## src/rtl/ps2_scan_framer.sv

```systemverilog
// PS/2 scan framer: strips E0/F0 prefixes, drops housekeeping bytes and
// holds one clean make/break event for the PicoBlaze read path.
//
// Ports:
//   clk, reset (async, active-low)
//   rx_done_tick, scan_in       : byte stream from the PS/2 receiver
//   read_strobe, port_id        : PicoBlaze read access
//   out_port                    : read data (combinational mux on port_id)
//   key_tick                    : one-cycle pulse when an event is loaded
//   key_valid, key_code,
//   key_ext, key_break          : held event
//   overflow                    : sticky, an event was dropped
module ps2_scan_framer #(
    parameter logic [7:0] PORT_CODE   = 8'h0F,
    parameter logic [7:0] PORT_STATUS = 8'h0E,
    parameter int         TIMEOUT_CYC = 2_500_000
) (
    input  logic       clk,
    input  logic       reset,
    input  logic       rx_done_tick,
    input  logic [7:0] scan_in,
    input  logic       read_strobe,
    input  logic [7:0] port_id,
    output logic [7:0] out_port,
    output logic       key_tick,
    output logic       key_valid,
    output logic [7:0] key_code,
    output logic       key_ext,
    output logic       key_break,
    output logic       overflow
);

    localparam int CW = $clog2(TIMEOUT_CYC + 1);
    localparam logic [CW-1:0] TO_LAST = CW'(TIMEOUT_CYC - 1);

    typedef enum logic [1:0] {
        IDLE,
        GOT_E0,
        GOT_F0,
        GOT_E0F0
    } state_t;

    state_t        state, state_n;
    logic [CW-1:0] cnt, cnt_n;

    logic emit, ev_ext, ev_brk;
    logic is_e0, is_f0, is_pfx, is_hk;
    logic code_rd, stat_rd, load, drop;

    assign is_e0  = (scan_in == 8'hE0);
    assign is_f0  = (scan_in == 8'hF0);
    assign is_pfx = is_e0 | is_f0;
    assign is_hk  = scan_in inside {8'hAA, 8'hFA, 8'hEE,
                                    8'hFE, 8'h00, 8'hFF};

    always_comb begin
        state_n = state;
        cnt_n   = cnt;
        emit    = 1'b0;
        ev_ext  = 1'b0;
        ev_brk  = 1'b0;
        if (rx_done_tick) begin
            cnt_n = '0;
            unique case (state)
                IDLE: begin
                    if (is_e0)
                        state_n = GOT_E0;
                    else if (is_f0)
                        state_n = GOT_F0;
                    else if (!is_hk)
                        emit = 1'b1;
                end
                GOT_E0: begin
                    if (is_f0) begin
                        state_n = GOT_E0F0;
                    end else if (!is_e0) begin
                        state_n = IDLE;
                        emit    = 1'b1;
                        ev_ext  = 1'b1;
                    end
                end
                GOT_F0: begin
                    state_n = IDLE;
                    emit    = !is_pfx;
                    ev_brk  = 1'b1;
                end
                GOT_E0F0: begin
                    state_n = IDLE;
                    emit    = !is_pfx;
                    ev_ext  = 1'b1;
                    ev_brk  = 1'b1;
                end
            endcase
        end else if (state != IDLE) begin
            // abandon a stalled prefix sequence
            if (cnt == TO_LAST) begin
                state_n = IDLE;
                cnt_n   = '0;
            end else begin
                cnt_n = cnt + 1'b1;
            end
        end else begin
            cnt_n = '0;
        end
    end

    assign code_rd = read_strobe && (port_id == PORT_CODE);
    assign stat_rd = read_strobe && (port_id == PORT_STATUS);
    // a same-cycle code read frees the holding register for the new event
    assign load    = emit && (!key_valid || code_rd);
    assign drop    = emit && !load;

    always_ff @(posedge clk or negedge reset) begin
        if (!reset) begin
            state     <= IDLE;
            cnt       <= '0;
            key_tick  <= 1'b0;
            key_valid <= 1'b0;
            key_code  <= 8'h00;
            key_ext   <= 1'b0;
            key_break <= 1'b0;
            overflow  <= 1'b0;
        end else begin
            state    <= state_n;
            cnt      <= cnt_n;
            key_tick <= load;
            if (load) begin
                key_valid <= 1'b1;
                key_code  <= scan_in;
                key_ext   <= ev_ext;
                key_break <= ev_brk;
            end else if (code_rd) begin
                key_valid <= 1'b0;
            end
            if (drop)
                overflow <= 1'b1;
            else if (stat_rd)
                overflow <= 1'b0;
        end
    end

    always_comb begin
        out_port = 8'h00;
        if (port_id == PORT_CODE)
            out_port = key_code;
        else if (port_id == PORT_STATUS)
            out_port = {overflow, 4'b0000, key_break, key_ext, key_valid};
    end

endmodule

```

## config.mk

```make
export PLATFORM = sky130hd
export DESIGN_NAME = ps2_scan_framer
export DESIGN_NICKNAME = d
export VERILOG_FILES = /design/src/rtl/ps2_scan_framer.sv
export SDC_FILE = /design/constraint.sdc
export NUM_CORES = 1
export LEC_CHECK = 0
export CORE_ASPECT_RATIO = 0.5
export CORE_MARGIN = 3
export CORE_UTILIZATION = 55
export CTS_BUF_LIST = sky130_fd_sc_hd__clkbuf_4 sky130_fd_sc_hd__clkbuf_8
export CTS_CLUSTER_DIAMETER = 40
export DETAILED_ROUTE_END_ITERATION = 16
export PLACE_DENSITY = 0.85
export RECOVER_POWER = 100
export SYNTH_ARGS = -nofsm -noshare
export SYNTH_HDL_FRONTEND = slang
export SYNTH_SLANG_ARGS = --single-unit
```

## constraint.sdc

```tcl
create_clock -name clk -period 2.89 [get_ports clk]
set_input_delay 0.289 -clock clk [delete_from_list [all_inputs] [get_ports clk]]
set_output_delay 0.289 -clock clk [all_outputs]
set_load 0.05 [all_outputs]
```

## After elaboration in Yosys (flattened, before gate mapping)

Cells that the tools add are included.
W data, S select, Z words.

| operators by class | value |
|---|---|
| $add $sub $neg | 1 |
| equal/unequal tests | 15 |
| mux-type cells | 28 |
| bitwise operators | 1 |
| reduce and logical (&&, ||, !) cells | 18 |

Operator list:

| operator | number |
|---|---|
| $mux W22 | 3 |
| $eq A8 B8 Y1 const B | 7 |
| $add A22 B1 Y22 const B | 1 |
| $eq A22 B22 Y1 const B | 1 |
| $eq A8 B4 Y1 const B | 2 |
| $mux W8 | 2 |
| $mux W2 | 7 |
| $mux W1 | 13 |
| $reduce_bool A2 Y1 | 5 |
| $logic_not A8 Y1 | 1 |
| $ne A4 B4 Y1 const B | 2 |
| $pmux W2 S3 | 1 |
| $reduce_bool A6 Y1 | 1 |
| $eq A2 B2 Y1 const B | 2 |
| $logic_and A1 B1 Y1 | 4 |
| $reduce_and A4 Y1 | 1 |
| $logic_not A1 Y1 | 3 |
| $pmux W1 S3 | 1 |
| $eq A2 B1 Y1 const B | 1 |
| $logic_not A2 Y1 | 1 |
| $pmux W1 S2 | 1 |
| $reduce_or A2 Y1 | 1 |
| $logic_or A1 B1 Y1 | 1 |
| $or A1 B1 Y1 | 1 |

| word-level totals | value |
|---|---|
| bits in registers | 37 |
| input port bits | 20 |
| output and inout bits | 21 |
| logic and storage cells | 71 |

## Longest topological paths before layout

| logic depth | value |
|---|---|
| word-level depth | 11 |
| depth in mapped cells | 7 |
| gate-level depth less buffers | 6 |

## Worst setup path after synthesis

No wires, ideal clock.

| timing path | value |
|---|---|
| path type | input to output |
| start | input port port_id[5] |
| end | output port out_port[0] |
| arrival time | 1.730 ns |
| required time | 2.601 ns |
| slack | 0.871 ns |
| stages | 3 |
| path buffers | 0 |
| cell sequence | or4_4 nor3_1 a22o_1 |

| on the way | value |
|---|---|
| longest elaborated chain between the ends | 3 |
| elaborated cells on any way between the ends | 4 |
| classes of those cells | 2 x eq/ne; 2 x mux |

RTL lines:

| what | line | RTL |
|---|---|---|
| start: declaration | 23 | `input logic [7:0] port_id,` |
| $eq A8 B4 Y1 | 146 | `else if (port_id == PORT_STATUS)` |
| $mux W8 | 146 |  |
| $mux W8 * | 144 | `if (port_id == PORT_CODE)` |
| end: declaration | 24 | `output logic [7:0] out_port,` |

Mark *: on every way between the ends. The rest lies on a longest branch, timed or not.

## Worst setup path in the final report

Ends and elaborated chain as after synthesis.

==> metrics.txt <==
# TYPE chip_impl_metric gauge
chip_impl_metric{name="detail_route.iter0.violations",unit=""} 79
chip_impl_metric{name="grt_util_all_layers",unit="%"} 21.3
chip_impl_metric{name="fin_crit_sh",unit="%"} 88.2
chip_impl_metric{name="die-area",unit="um2"} 4290
chip_impl_info{name="endpoint",value="out_port[0]"} 1
chip_impl_metric{name="placement.setup.worst_slack",unit="ns"} 0.443
chip_impl_metric{name="worstPathArrival",unit="ns"} 2.26
chip_impl_info{name="failed_checks",value="capacitance limit, slew limit"} 1
chip_impl_metric{name="detail_route.wl_per_cell",unit="um"} 15.4
chip_impl_metric{name="grt_start_max_net_pins",unit=""} 38
chip_impl_info{name="status",value="finished, violations left"} 1
chip_impl_metric{name="fin_tns_setup",unit="ns"} 0
chip_impl_metric{name="stdcell_area",unit="um2"} 2390
chip_impl_metric{name="synth_edf_count",unit=""} 0
chip_impl_metric{name="ctsResizeCount",unit=""} 0
chip_impl_metric{name="worst_skew_pair.late_latency",unit="ns"} 0.29
chip_impl_metric{name="drc_errors",unit=""} 0
chip_impl_metric{name="synth.distinct_cells",unit=""} 33
chip_impl_metric{name="clkSinkCount",unit=""} 37
chip_impl_metric{name="final_critical_path_setup_slack",unit="ns"} 0.341
chip_impl_metric{name="synth_async_sr_flop_share",unit="%"} 100
chip_impl_metric{name="timing.final.setup_violations",unit=""} 0
chip_impl_info{name="hold_path.class",value="register to register"} 1
chip_impl_metric{name="start_util",unit="%"} 60.7
chip_impl_metric{name="insertedDiodeCount",unit=""} 0
chip_impl_metric{name="hold_viol_final",unit=""} 0
chip_impl_metric{name="firstDrtPassIters",unit=""} 4
chip_impl_metric{name="finalClockSkew",unit="ns"} 0.00439
chip_impl_metric{name="pin_count",unit=""} 41
chip_impl_metric{name="fin_hold_ws",unit="ns"} 0.500
chip_impl_info{name="critical_path.reg2reg.endpoint",value="cnt[21]"} 1
chip_impl_metric{name="worst-endpoint-required",unit="ns"} 2.60
chip_impl_metric{name="clock_path_buffers",unit=""} 2
chip_impl_metric{name="yosys_top_cell_area_share",unit="%"} 48.1
chip_impl_metric{name="power.ir.vdd_worst",unit="V"} 0.000243
chip_impl_metric{name="final_critical_path_required_period",unit="ns"} 2.55
chip_impl_metric{name="area_growth_syn_to_layout",unit="%"} 24.4
chip_impl_metric{name="clkSlewWorstSetupHoldPaths",unit="ns"} 0.07
chip_impl_metric{name="postCtsSetupBuffers",unit=""} 0
chip_impl_metric{name="final_nets",unit=""} 242
chip_impl_metric{name="fin_util",unit="%"} 75.5
chip_impl_metric{name="num_vias",unit=""} 1451
chip_impl_metric{name="final-max-slew-violation-count",unit=""} 38
chip_impl_metric{name="average_via_count_per_standard_cell",unit=""} 5.37
chip_impl_info{name="tritoncts",value="yes"} 1
chip_impl_metric{name="synth_sequential_area_ratio",unit="%"} 48.1
chip_impl_info{name="dominant_cells_by_area_after_synthesis",value="sky130_fd_sc_hd__dfrtp_1 48%, sky130_fd_sc_hd__xor2_1 7.7%, sky130_fd_sc_hd__mux2_4 7.0%, sky130_fd_sc_hd__nor2_2 3.3%, sky130_fd_sc_hd__nand3_1 3.1%"} 1
chip_impl_metric{name="htreeDepth",unit=""} 2
chip_impl_metric{name="die_height",unit="um"} 47.8
chip_impl_metric{name="drv_cap",unit=""} 1
chip_impl_metric{name="leakagePower",unit="nW"} 1.02
chip_impl_metric{name="ys_warn_count",unit=""} 0
chip_impl_metric{name="design_power_total",unit="mW"} 1.06
chip_impl_info{name="rsz0062_at_grt",value="no"} 1
chip_impl_metric{name="tritoncts.num_buffers",unit=""} 5
chip_impl_metric{name="synth_seq_cells",unit=""} 37
chip_impl_metric{name="die_width",unit="um"} 89.7
chip_impl_metric{name="final_antenna_net_count",unit=""} 0
chip_impl_metric{name="rr_worst_depth",unit=""} 5
chip_impl_metric{name="grt_remaining_overflow",unit=""} 0
chip_impl_info{name="worstReg2RegStart",value="cnt[9]"} 1
chip_impl_metric{name="floorplan.rows",unit=""} 14
chip_impl_metric{name="tightestPinTransition",unit="ns"} 1.95
chip_impl_info{name="cts_root_buf",value="sky130_fd_sc_hd__clkbuf_8"} 1
chip_impl_metric{name="post_dp_cell_area",unit="um2"} 2400
chip_impl_metric{name="placed_cells_incl_taps",unit=""} 262
chip_impl_info{name="top_library_cells_by_usage_in_the_layout_fill_and_taps_aside",value="37 x sky130_fd_sc_hd__dfrtp_1, 17 x sky130_fd_sc_hd__nor2_1, 17 x sky130_fd_sc_hd__xor2_1, 17 x sky130_fd_sc_hd__clkdlybuf4s50_1, 15 x sky130_fd_sc_hd__dlygate4sd3_1"} 1
chip_impl_metric{name="regToRegSetupSlack",unit="ns"} 0.66
chip_impl_metric{name="antenna_violations_before_repair",unit=""} 0
chip_impl_metric{name="synthesis.nets",unit=""} 196
chip_impl_info{name="startpoint",value="port_id[5]"} 1
chip_impl_metric{name="first_global_vias",unit=""} 1385
chip_impl_info{name="yosys.area.top_type",value="sky130_fd_sc_hd__dfrtp_1"} 1
chip_impl_metric{name="total_power_divided_by_cell_area",unit="nW/um2"} 444
chip_impl_metric{name="first_pass_grt_wire_length",unit="um"} 6530
chip_impl_metric{name="fmax",unit="MHz"} 392
chip_impl_metric{name="cts.hold.buffers_added",unit=""} 0
chip_impl_info{name="dominantRegCellSynth",value="sky130_fd_sc_hd__dfrtp_1"} 1
chip_impl_info{name="most_frequent_standard_cell_in_the_layout_excluding_fill_and_tap_cells",value="sky130_fd_sc_hd__dfrtp_1"} 1
chip_impl_metric{name="post-dp-hpwl",unit="um"} 2910
chip_impl_info{name="setup.worst_path.end_class",value="primary output"} 1
chip_impl_metric{name="core_region_area",unit="um2"} 3170
chip_impl_metric{name="timing.critical_path.fanout_max",unit=""} 9
chip_impl_metric{name="timing.max_slew.rel_slack",unit="%"} -29.7
chip_impl_metric{name="post_synth_instance_area",unit="um2"} 1920
chip_impl_metric{name="totalWireLength",unit="um"} 4150
chip_impl_info{name="critical_path_start_type",value="input port"} 1
chip_impl_metric{name="port_buffers",unit=""} 40
chip_impl_metric{name="share_of_post_route_cells_with_drive_strength_above_1",unit="%"} 15.8
chip_impl_metric{name="cell_count_final_fillers_out",unit=""} 270
chip_impl_metric{name="post_synth_inst_count",unit=""} 175
chip_impl_metric{name="syn-mean-instance-area",unit="um2"} 11.0
chip_impl_info{name="critPathKind",value="input port to primary output"} 1
chip_impl_metric{name="gp_congestion",unit=""} 0.725
## registers in the layout, summed over array words and instances, names as in the netlist
register	flops
key_break	1
state	2
key_code	8
key_ext	1
overflow	1
key_tick	1
cnt	22
key_valid	1
## metal layers
metal	up-vias	track usage [%]	part of all wire, %
li1	714	-	-
met1	686	26.1	46
met2	41	35.8	44
met3	10	8.08	7.2
met4	0	7.12	1.9
met5	-	0	0
## cell usage after synthesis (all sizes together) (2+ instances only)
library cell and number:
or4b 2, and3 4, o21ai 3, a41oi 2, and4 5, nand2 15
nand4 5, a21oi 2, xnor2 3, mux2 10, nor2 27, buf 3
and2 8, nand3 12, a22o 5, inv 3, xor2 17, nor4 3
nor3 3, dfrtp 37
## power breakdown
group          leakage (nW)  internal (mW)  switching, mW  total, mW
Clock                0.0484          0.176          0.182      0.358
Sequential            0.494          0.534         0.0129      0.547
Combinational         0.478         0.0595         0.0995      0.159
Total                  1.02          0.770          0.294       1.06
## critical path, cell delays in order
cell,delay [ns]
sky130_fd_sc_hd__clkdlybuf4s50_1,0.39
sky130_fd_sc_hd__or4_4,0.53
sky130_fd_sc_hd__nor2_1,0.52
sky130_fd_sc_hd__a22o_1,0.24
sky130_fd_sc_hd__clkbuf_2,0.28
## worst min path at each step
stage | from | end | cells after the start
5_1_grt | cnt[0] | cnt[0] | 1
3_5_place_dp | cnt[0] | cnt[0] | 1
3_3_place_gp | cnt[0] | cnt[0] | 1
6_report | cnt[0] | cnt[0] | 1
2_1_floorplan | reset | cnt[0] | 0
4_1_cts | reset | key_code[4] | 2
## kinds of logic after synthesis
logic type	after synthesis	synth area share (%)
AOI/OAI and AO/OA	15	6.63
xor gates and xnor gates	20	9.10
adders and majority gates	1	0.650
buffers and inverters	7	2.54
DFF	37	48.1
muxes	10	7.61
and+or+nand+nor	85	25.4
## area by class of cell
type / count / area, um2
multi-input combinational: 131 / 892
tap: 48 / 60.1
timing repair buffer: 43 / 419
clock inverter: 2 / 10.0
inverter: 3 / 11.3
sequential: 37 / 926
clock buffer: 6 / 76.3
fill: 219 / 776
(Power assumes the default switching activity.)
